### config.mk
export PLATFORM = sky130hd
export DESIGN_NAME = wb_cmd_master
export DESIGN_NICKNAME = d
export VERILOG_FILES = /design/src/rtl/wb_cmd_master.sv
export SDC_FILE = /design/constraint.sdc
export NUM_CORES = 1
export LEC_CHECK = 0
export CORE_MARGIN = 2
export CORE_UTILIZATION = 35
export CTS_CLUSTER_SIZE = 40
export DETAILED_ROUTE_END_ITERATION = 8
export PLACE_DENSITY = 0.7
export SYNTH_ARGS = -nofsm -noshare
export SYNTH_HDL_FRONTEND = slang
export SYNTH_SLANG_ARGS = --single-unit
### constraint.sdc
create_clock -name iCLK -period 1.9 [get_ports iCLK]
set_clock_uncertainty 0.05 [all_clocks]
set_input_delay 0.57 -clock iCLK [delete_from_list [all_inputs] [get_ports iCLK]]
set_output_delay 0.57 -clock iCLK [all_outputs]
set_load 0.02 [all_outputs]
### src/rtl/wb_cmd_master.sv
// wb_cmd_master: single-outstanding strobe/ack bus master.
// Accepts one command word at a time and turns it into one bus cycle on the
// shared ADR/DAT/STB/WE lines. It then reports exactly one response, either
// an ack with data or a timeout error. A watchdog counter bounds every cycle,
// so an unmapped address cannot hang the requester.
module wb_cmd_master #(
    parameter int TIMEOUT = 16,   // max cycles oSTB may stay high without iACK (2..255)
    parameter int CNT_W   = 8     // wait counter width, 2**CNT_W > TIMEOUT
) (
    input  logic        iCLK,
    input  logic        iRST,
    // command side
    input  logic        iCMD_VLD,
    output logic        oCMD_RDY,
    input  logic        iCMD_WE,
    input  logic [31:0] iCMD_ADR,
    input  logic [31:0] iCMD_DAT,
    // bus side
    output logic [31:0] oADR,
    output logic [31:0] oDAT,
    output logic        oSTB,
    output logic        oWE,
    input  logic [31:0] iDAT,
    input  logic        iACK,
    // response side
    output logic        oRSP_VLD,
    output logic [31:0] oRSP_DAT,
    output logic        oRSP_ERR,
    output logic        oBUSY
);

    typedef enum logic [1:0] {
        IDLE = 2'd0,
        BUS  = 2'd1,
        RESP = 2'd2
    } state_t;

    // Counter value at which the cycle is abandoned. When the counter has
    // this value, oSTB has already been high for TIMEOUT cycles.
    localparam logic [CNT_W-1:0] CNT_LAST = CNT_W'(TIMEOUT - 1);
    localparam logic [CNT_W-1:0] CNT_MAX  = '1;

    state_t           stateReg;
    logic [CNT_W-1:0] waitCntReg;
    logic             cmdFire;

    // Ready only in IDLE and never while reset is applied. Gating by iRST
    // makes ready drop at once during reset and return in the first cycle
    // after release.
    assign oCMD_RDY = (stateReg == IDLE) && !iRST;
    assign cmdFire  = iCMD_VLD && oCMD_RDY;

    // Master FSM: latches the command, runs the strobe/ack cycle with its
    // watchdog, and issues the one-cycle response pulse.
    always_ff @(posedge iCLK) begin
        if (iRST) begin
            stateReg   <= IDLE;
            waitCntReg <= '0;
            oADR       <= '0;
            oDAT       <= '0;
            oSTB       <= 1'b0;
            oWE        <= 1'b0;
            oRSP_VLD   <= 1'b0;
            oRSP_DAT   <= '0;
            oRSP_ERR   <= 1'b0;
            oBUSY      <= 1'b0;
        end else begin
            case (stateReg)
                IDLE: begin
                    // Write data is latched for reads too. Slaves ignore it
                    // when oWE is low, and latching it always saves a mux.
                    if (cmdFire) begin
                        oADR       <= iCMD_ADR;
                        oDAT       <= iCMD_DAT;
                        oWE        <= iCMD_WE;
                        oSTB       <= 1'b1;
                        oBUSY      <= 1'b1;
                        waitCntReg <= '0;
                        stateReg   <= BUS;
                    end
                end

                BUS: begin
                    // iACK is tested before the timeout, so an ack on the
                    // last allowed edge still completes as a success.
                    if (iACK) begin
                        oSTB     <= 1'b0;
                        oWE      <= 1'b0;
                        oRSP_DAT <= oWE ? 32'd0 : iDAT;
                        oRSP_ERR <= 1'b0;
                        oRSP_VLD <= 1'b1;
                        stateReg <= RESP;
                    end else if (waitCntReg == CNT_LAST) begin
                        oSTB     <= 1'b0;
                        oWE      <= 1'b0;
                        oRSP_DAT <= '0;
                        oRSP_ERR <= 1'b1;
                        oRSP_VLD <= 1'b1;
                        stateReg <= RESP;
                    end else if (waitCntReg != CNT_MAX) begin
                        waitCntReg <= waitCntReg + 1'b1;
                    end
                end

                RESP: begin
                    // The pulse lasts a single cycle. oRSP_DAT and oRSP_ERR
                    // keep their values until the next response.
                    oRSP_VLD <= 1'b0;
                    oBUSY    <= 1'b0;
                    stateReg <= IDLE;
                end

                default: begin
                    oSTB     <= 1'b0;
                    oWE      <= 1'b0;
                    oRSP_VLD <= 1'b0;
                    oBUSY    <= 1'b0;
                    stateReg <= IDLE;
                end
            endcase
        end
    end

endmodule

==> results of run 1 <==
## power breakdown
part	total [mW]	switching [mW]	internal, mW
sequential	2.54	0.0692	2.47
clock	2.14	0.823	1.32
combinational	0.933	0.478	0.455
total	5.62	1.37	4.25
## worst register-to-register path: cells and delay by family, from the launching register on
family                   cells  cell delay (ns)
AND/OR/NAND/NOR              1             0.27
AO/OA/AOI/OAI                3             0.60
flip-flops                   1             0.33
buffers and inverters        1             0.20
adder cells (fa/ha/maj)      1             0.24
## cell usage in the layout (no fill, tap or decap), types with 5 or more instances in the layout
master	Yosys	final
nand2_1	137	137
dfxtp_1	111	111
dlygate4sd2_1	0	100
clkdlybuf4s50_1	0	99
o21ai_1	66	66
a22o_1	32	32
buf_4	5	15
clkbuf_16	0	9
nor2_1	6	6
buf_12	0	6
nand3_1	5	5
a31oi_1	5	5
## per-stage QoR
stage	total power, mW	cell area (um2)	hold WS (ns)	utilization (%)	worst slack (ns)
2_1_floorplan	3.04	3940	0.409	-	0.156
3_3_place_gp	3.62	6200	0.382	56.7	-0.504
3_5_place_dp	3.64	6200	0.391	56.7	-0.499
4_1_cts	5.69	6420	0.398	58.7	-0.0452
5_1_grt	5.86	6420	0.414	58.7	0.0219
6_report	5.62	6420	0.393	58.7	0.129
## routing by layer
metal / routed length, um / up-vias / part of all wire (%) / GRT usage, %
li1: - / 1896 / - / -
met1: 4490 / 1697 / 41 / 20.5
met2: 5550 / 114 / 50 / 31.0
met3: 775 / 18 / 7.0 / 4.59
met4: 228 / 0 / 2.1 / 7.05
met5: 0 / - / 0 / 0
## kinds of logic (layout without fill, tap and decap cells)
kind of cell / count (synthesis) / after routing / share of synthesized area (%)
AOI/OAI and AO/OA: 124 / 124 / 20.3
DFF: 111 / 111 / 56.4
adders and majority gates: 1 / 1 / 0.317
buffers and inverters: 31 / 240 / 4.51
muxes: 3 / 3 / 0.762
and+or+nand+nor: 165 / 165 / 17.8
## what timing repair did
action                                 in CTS  in global routing
buffers inserted                            0                  0
setup endpoints to repair                 101                  2
pin swaps                                   0                  1
resized for setup                         105                  2
endpoints found under the hold margin       0                  0
cloned                                      0                  0
## cells in the mapped netlist (all sizes together) (2+ instances only)
master,n
a211oi,2
a21oi,5
a22o,32
a31oi,5
and2,2
and3,3
buf,19
clkbuf,10
dfxtp,111
inv,2
mux2i,3
nand2,137
nand2b,2
nand3,5
nor2,6
nor2b,2
nor3,4
o211ai,2
o21a,2
o21ai,70
## how the worst min path moves through the flow
stage	start	end	slack (ns)	cells past startpoint
floorplan	waitCntReg[0]	waitCntReg[0]	0.41	1
global placement	oBUSY	oBUSY	0.38	2
detailed placement	oDAT[25]	oDAT[25]	0.39	2
CTS	oDAT[25]	oDAT[25]	0.40	2
global route	oDAT[26]	oDAT[26]	0.41	2
finish	oADR[7]	oADR[7]	0.39	2
## cell type report
type / instances / area [um2]
fill: 989 / 4510
sequential: 111 / 2220
timing repair buffer: 222 / 2120
multi-input combinational: 293 / 1550
clock buffer: 10 / 239
tap: 140 / 175
clock inverter: 6 / 108
inverter: 2 / 7.51
## flip-flops by register name (all words and copies together), names as in the netlist
| name | count |
|---|---|
| oRSP_DAT | 32 |
| stateReg | 2 |
| oDAT | 32 |
| oWE | 1 |
| oSTB | 1 |
| oBUSY | 1 |
| waitCntReg | 8 |
| oADR | 32 |
| oRSP_ERR | 1 |
| oRSP_VLD | 1 |
==> flow_metrics.env, run 1 <==
export IMPL_peakVddDrop_uv=765
export IMPL_status="finished, final reports clean"
export IMPL_reg2reg_to="oRSP_DAT[29]"
export IMPL_drc_errors=0
export IMPL_finalCriticalPeriod_ns=1.77
export IMPL_grt_max_degree=53
export IMPL_cp_cell_sequence="clkdlybuf4s50_1, or3b_1, buf_4, o21ai_1, a311oi_1"
export IMPL_via_per_inst=4.75
export IMPL_start_util_pct=36.1
export IMPL_htreeDepth=3
export IMPL_antennaDiodeCount=0
export IMPL_r2r_setup_slack_ns=0.17
export IMPL_r2r_start="waitCntReg[0]"
export IMPL_yosysTopAreaCell="dfxtp_1"
export IMPL_syn_num_nets=537
export IMPL_wl_per_cell_um=14.1
export IMPL_yosysUniqueCellTypes=38
export IMPL_io_buffers=202
export IMPL_reg2reg_depth=6
export IMPL_relSlewSlack_pct=74.5
export IMPL_first_pass_iters=4
export IMPL_instances_no_fill=784
export IMPL_startpoint="iACK"
export IMPL_cts_sinks=111
export IMPL_finalSetupViolCount=0
export IMPL_synth_ff_type="dfxtp_1"
export IMPL_top_level_ports=203
export IMPL_synth_area_leaders="dfxtp_1, nand2_1, o21ai_1"
export IMPL_grt_overflow_total=0
export IMPL_gp_congestion=0.817
export IMPL_worstSetupEndpointType="register"
export IMPL_seq_area_frac_synth_pct=56.4
export IMPL_rsz0062_at_grt="false"
export IMPL_grt_pass1_vias=3532
export IMPL_grt_total_usage_pct=17.7
export IMPL_slew_viol_final=0
export IMPL_syn_avg_cell_area_um2=9.06
export IMPL_drv_cap=0
export IMPL_rows=38
export IMPL_die_h_um=110
export IMPL_synth_warnings=0
export IMPL_drive_gt1_share_pct=6.83
export IMPL_hold_buffers=0
export IMPL_path_delay_family="buffers and inverters"
export IMPL_cts_tree="done"
export IMPL_cts_made_buffers=9
export IMPL_clkTransAtPathRegs_ns=0.07
export IMPL_synth_top_area_share_pct=56.4
export IMPL_critical_path_endpoint="waitCntReg[3]"
export IMPL_cp_num_cells=5
export IMPL_place_inst=768
export IMPL_min_period_over_period_pct=93.2
export IMPL_dieArea_um2=12100
export IMPL_antenna_found_initial=0
export IMPL_tightest_slew_ns=0.382
export IMPL_p_leak_nw=2.89
export IMPL_setup_tns_final_ns=0
export IMPL_via_count=3725
export IMPL_power_density_nw_per_um2=875
export IMPL_start_kind="input port"
export IMPL_drtAntennaViolNets=0
export IMPL_dieWidth_um=110
export IMPL_root_buffer="clkbuf_16"
export IMPL_coreArea_um2=10900
export IMPL_critPathRequiredTime_ns=2.06
export IMPL_holdCritPathClass="reg2reg"
export IMPL_slowest_delay_ns=0.43
export IMPL_area_delta_synth_final_pct=62.9
export IMPL_drt_iter0_drc=203
export IMPL_clock_fmax_mhz=565
export IMPL_synthCells=435
export IMPL_dpl_hpwl_um=8330
export IMPL_cp_slowest_cell="clkdlybuf4s50_1"
export IMPL_synth_edf_count=0
export IMPL_cp_arrival_ns=1.93
export IMPL_ys_ff_latch=111
export IMPL_worst_path_buf_inv=2
export IMPL_grt_pass1_wl_um=16900
export IMPL_synth_async_reset_ratio_pct=0
export IMPL_path_class="in2reg"
export IMPL_finalNetCount=741
export IMPL_synth_area_um2=3940
export IMPL_clk_latency_ns=0.34
export IMPL_cts_buffer_depth=2
export IMPL_wl_um=11000
export IMPL_hold_viol=0
export IMPL_cp_max_fo=3
Power figures use the tool's default switching activity.
==> run 2: changes to the inputs <==
Settings changed: ABC_AREA set to 1, PLACE_DENSITY 0.7 to 0.69.
Clock period 1.9 ns to 2.19 ns, I/O delays scaled along.
==> run 2 against run 1 <==
Wire length up 5.6%. Critical endpoint is now oADR[5]. Highest routed layer unchanged. First-iteration DRC count is the same. Clock-buffer cell count up 3. Register-to-register slack better by 0.19 ns. Global-route usage grew 0.75 points. Core utilization down 1.7 points. Setup slack better by 0.029 ns. Via count grew 9.8%. Cell count rose by 13%. Critical path depth is 4 lower. Critical path type is now reg2out.
==> flow_metrics.env, run 2 <==
export IMPL_status="finished, final reports clean"
export IMPL_worstHoldPathCells=2
export IMPL_switchingPower_mw=1.23
export IMPL_peakVddDrop_uv=348
export IMPL_finalCriticalPeriod_ns=2.03
export IMPL_grt_max_degree=72
export IMPL_grt_overflow_total=0
export IMPL_worst_path_buf_inv=1
export IMPL_wl_per_cell_um=13.2
export IMPL_dieArea_um2=12700
export IMPL_clkPwrFrac_pct=33.9
export IMPL_power_frac_seq_pct=46.7
export IMPL_fillers=1075
export IMPL_place_inst=866
export IMPL_synth_ff_type="dfxtp_1"
export IMPL_power_density_nw_per_um2=728
export IMPL_via_count=4091
export IMPL_swShare_pct=25.8
export IMPL_postCtsSetupRepairBufs=0
export IMPL_coreArea_um2=11500
export IMPL_clock_fmax_mhz=492
export IMPL_hold_viol=0
export IMPL_cp_cell_sequence="clkdlybuf4s50_1"
export IMPL_final_area_um2=6540
export IMPL_drtAntennaViolNets=0
export IMPL_synth_area_um2=4130
export IMPL_grt_total_usage_pct=18.5
export IMPL_cp_max_fo=2
export IMPL_worstSetupEndpointType="primary output"
export IMPL_reg_top3="oADR x32, oDAT x32, oRSP_DAT x32"
export IMPL_p_leak_nw=2.77
export IMPL_root_buffer="clkbuf_16"
export IMPL_synth_most_common_cell="nand2_1"
export IMPL_instances_no_fill=882
export IMPL_antennaDiodeCount=0
export IMPL_cp_slowest_cell="clkdlybuf4s50_1"
export IMPL_path_delay_family="buffers and inverters"
export IMPL_first_pass_iters=4
export IMPL_ys_top_cells_by_count="nand2_1, dfxtp_1, nand3_1"
export IMPL_synth_top_area_share_pct=53.8
export IMPL_combPwrFrac_pct=19.4
export IMPL_intPower_mw=3.53
export IMPL_ys_ff_latch=111
export IMPL_syn_num_nets=646
export IMPL_grt_pass1_vias=4160
export IMPL_drt_iter0_drc=203
export IMPL_final_common_cell="nand2_1"
export IMPL_holdCritPathClass="reg2reg"
export IMPL_reg2reg_depth=8
export IMPL_slew_viol_final=0
export IMPL_min_period_over_period_pct=92.8
export IMPL_placed_area_um2=6260
export IMPL_cts_tree="done"
export IMPL_wl_um=11700
export IMPL_setup_tns_final_ns=0
export IMPL_clk_latency_ns=0.34
export IMPL_drc_errors=0
export IMPL_slowest_delay_ns=0.65
export IMPL_synthCells=544
export IMPL_finalSetupViolCount=0
export IMPL_via_per_inst=4.64
export IMPL_cts_buffer_depth=2
export IMPL_dpl_hpwl_um=8290
export IMPL_dpl_worst_slack_ns=-0.433
export IMPL_synth_area_leaders="dfxtp_1, nand2_1, nand3_1"
export IMPL_critPathRequiredTime_ns=1.48
export IMPL_yosysTopAreaCell="dfxtp_1"
export IMPL_yosysUniqueCellTypes=24
export IMPL_area_delta_synth_final_pct=58.5
export IMPL_start_kind="register"
export IMPL_cts_made_buffers=9
export IMPL_path_class="reg2out"
export IMPL_dieWidth_um=113
export IMPL_finalNetCount=836
export IMPL_cts_resized=6
export IMPL_htreeDepth=3
export IMPL_start_util_pct=36.0
export IMPL_cts_sinks=111
export IMPL_antenna_found_initial=0
export IMPL_hold_buffers=0
export IMPL_p_total_mw=4.76
export IMPL_grt_pass1_wl_um=19100
export IMPL_tightest_slew_ns=0.755
export IMPL_setup_ws_ns=0.159
export IMPL_clkTransAtPathRegs_ns=0.06
export IMPL_rsz0062_at_grt="false"
export IMPL_relSlewSlack_pct=49.6
export IMPL_synth_async_reset_ratio_pct=0
export IMPL_cp_num_cells=1
export IMPL_rows=39
export IMPL_io_buffers=202
export IMPL_top_level_ports=203
export IMPL_layout_common_cells="nand2_1, clkdlybuf4s50_1, dfxtp_1"
export IMPL_syn_avg_cell_area_um2=7.59
export IMPL_synth_warnings=0
export IMPL_seq_area_frac_synth_pct=53.8
export IMPL_synth_edf_count=0
export IMPL_gp_congestion=0.812
export IMPL_cp_arrival_ns=1.32
export IMPL_drv_cap=0
export IMPL_drive_gt1_share_pct=4.74
export IMPL_die_h_um=113
==> run 2: changes by cell type in the layout (fill, tap and decap cells not counted), moves of 4 or more <==
| cell | before | now |
|---|---|---|
| buf_4 | 15 | 7 |
| nand2_1 | 137 | 226 |
| inv_1 | 1 | 19 |
| buf_12 | 6 | 2 |
| clkdlybuf4s50_1 | 99 | 199 |
| nor2_1 | 6 | 19 |
| nand4_1 | 0 | 7 |
| a31oi_1 | 5 | 1 |
| a22o_1 | 32 | 0 |
| nand3_1 | 5 | 69 |
| dlygate4sd2_1 | 100 | 2 |
| a21oi_1 | 4 | 39 |
| o21ai_1 | 66 | 2 |
==> run 2: final timing paths <==
check | slack (ns) | start | end
setup / recovery | 0.16 | oADR[5] | oADR[5]
hold / removal | 0.40 | oRSP_ERR | oRSP_ERR
setup reg to reg | 0.36 | waitCntReg[0] | oRSP_DAT[4]
hold reg to reg | 0.40 | oRSP_ERR | oRSP_ERR
==> run 2: area by class of cell <==
type,instances,area (um2),area share (%)
Sequential cell,111,2220,34.0
Timing Repair Buffer,211,2110,32.2
Multi-Input combinational cell,378,1650,25.3
Inverter,23,87.6,1.34
Clock inverter,3,42.5,0.650
Tap cell,143,179,2.73
Clock buffer,13,250,3.82
==> run 2: cell families after synthesis <==
family	synth area share, %
AO/OA/AOI/OAI	6.09
adder cells (fa/ha/maj)	0.303
buffers and inverters	6.09
flip-flops	53.8
AND/OR/NAND/NOR	33.7
==> run 2: per-layer routing <==
metal	vias to the layer above	routed length (um)	track usage, %
met2	155	5250	30.5
met1	1821	4780	20.9
met4	0	178	6.99
met3	11	1450	8.37
met5	-	0	0
li1	2104	-	-
==> run 2: through the flow <==
stage	utilization [%]	hold slack [ns]
floorplan	-	0.421
global placement	54.6	0.391
detailed placement	54.6	0.395
CTS	57.1	0.405
global route	57.1	0.434
finish	57.1	0.400
==> run 2: power groups by stage <==
stage          clock network (mW)  registers (mW)  logic, mW
2_1_floorplan                   0            2.42      0.266
4_1_cts                      1.68            2.23      0.932
5_1_grt                      1.75            2.24      0.996
3_5_place_dp                    0            2.27      0.931
3_3_place_gp                    0            2.26      0.923
6_report                     1.62            2.23      0.922
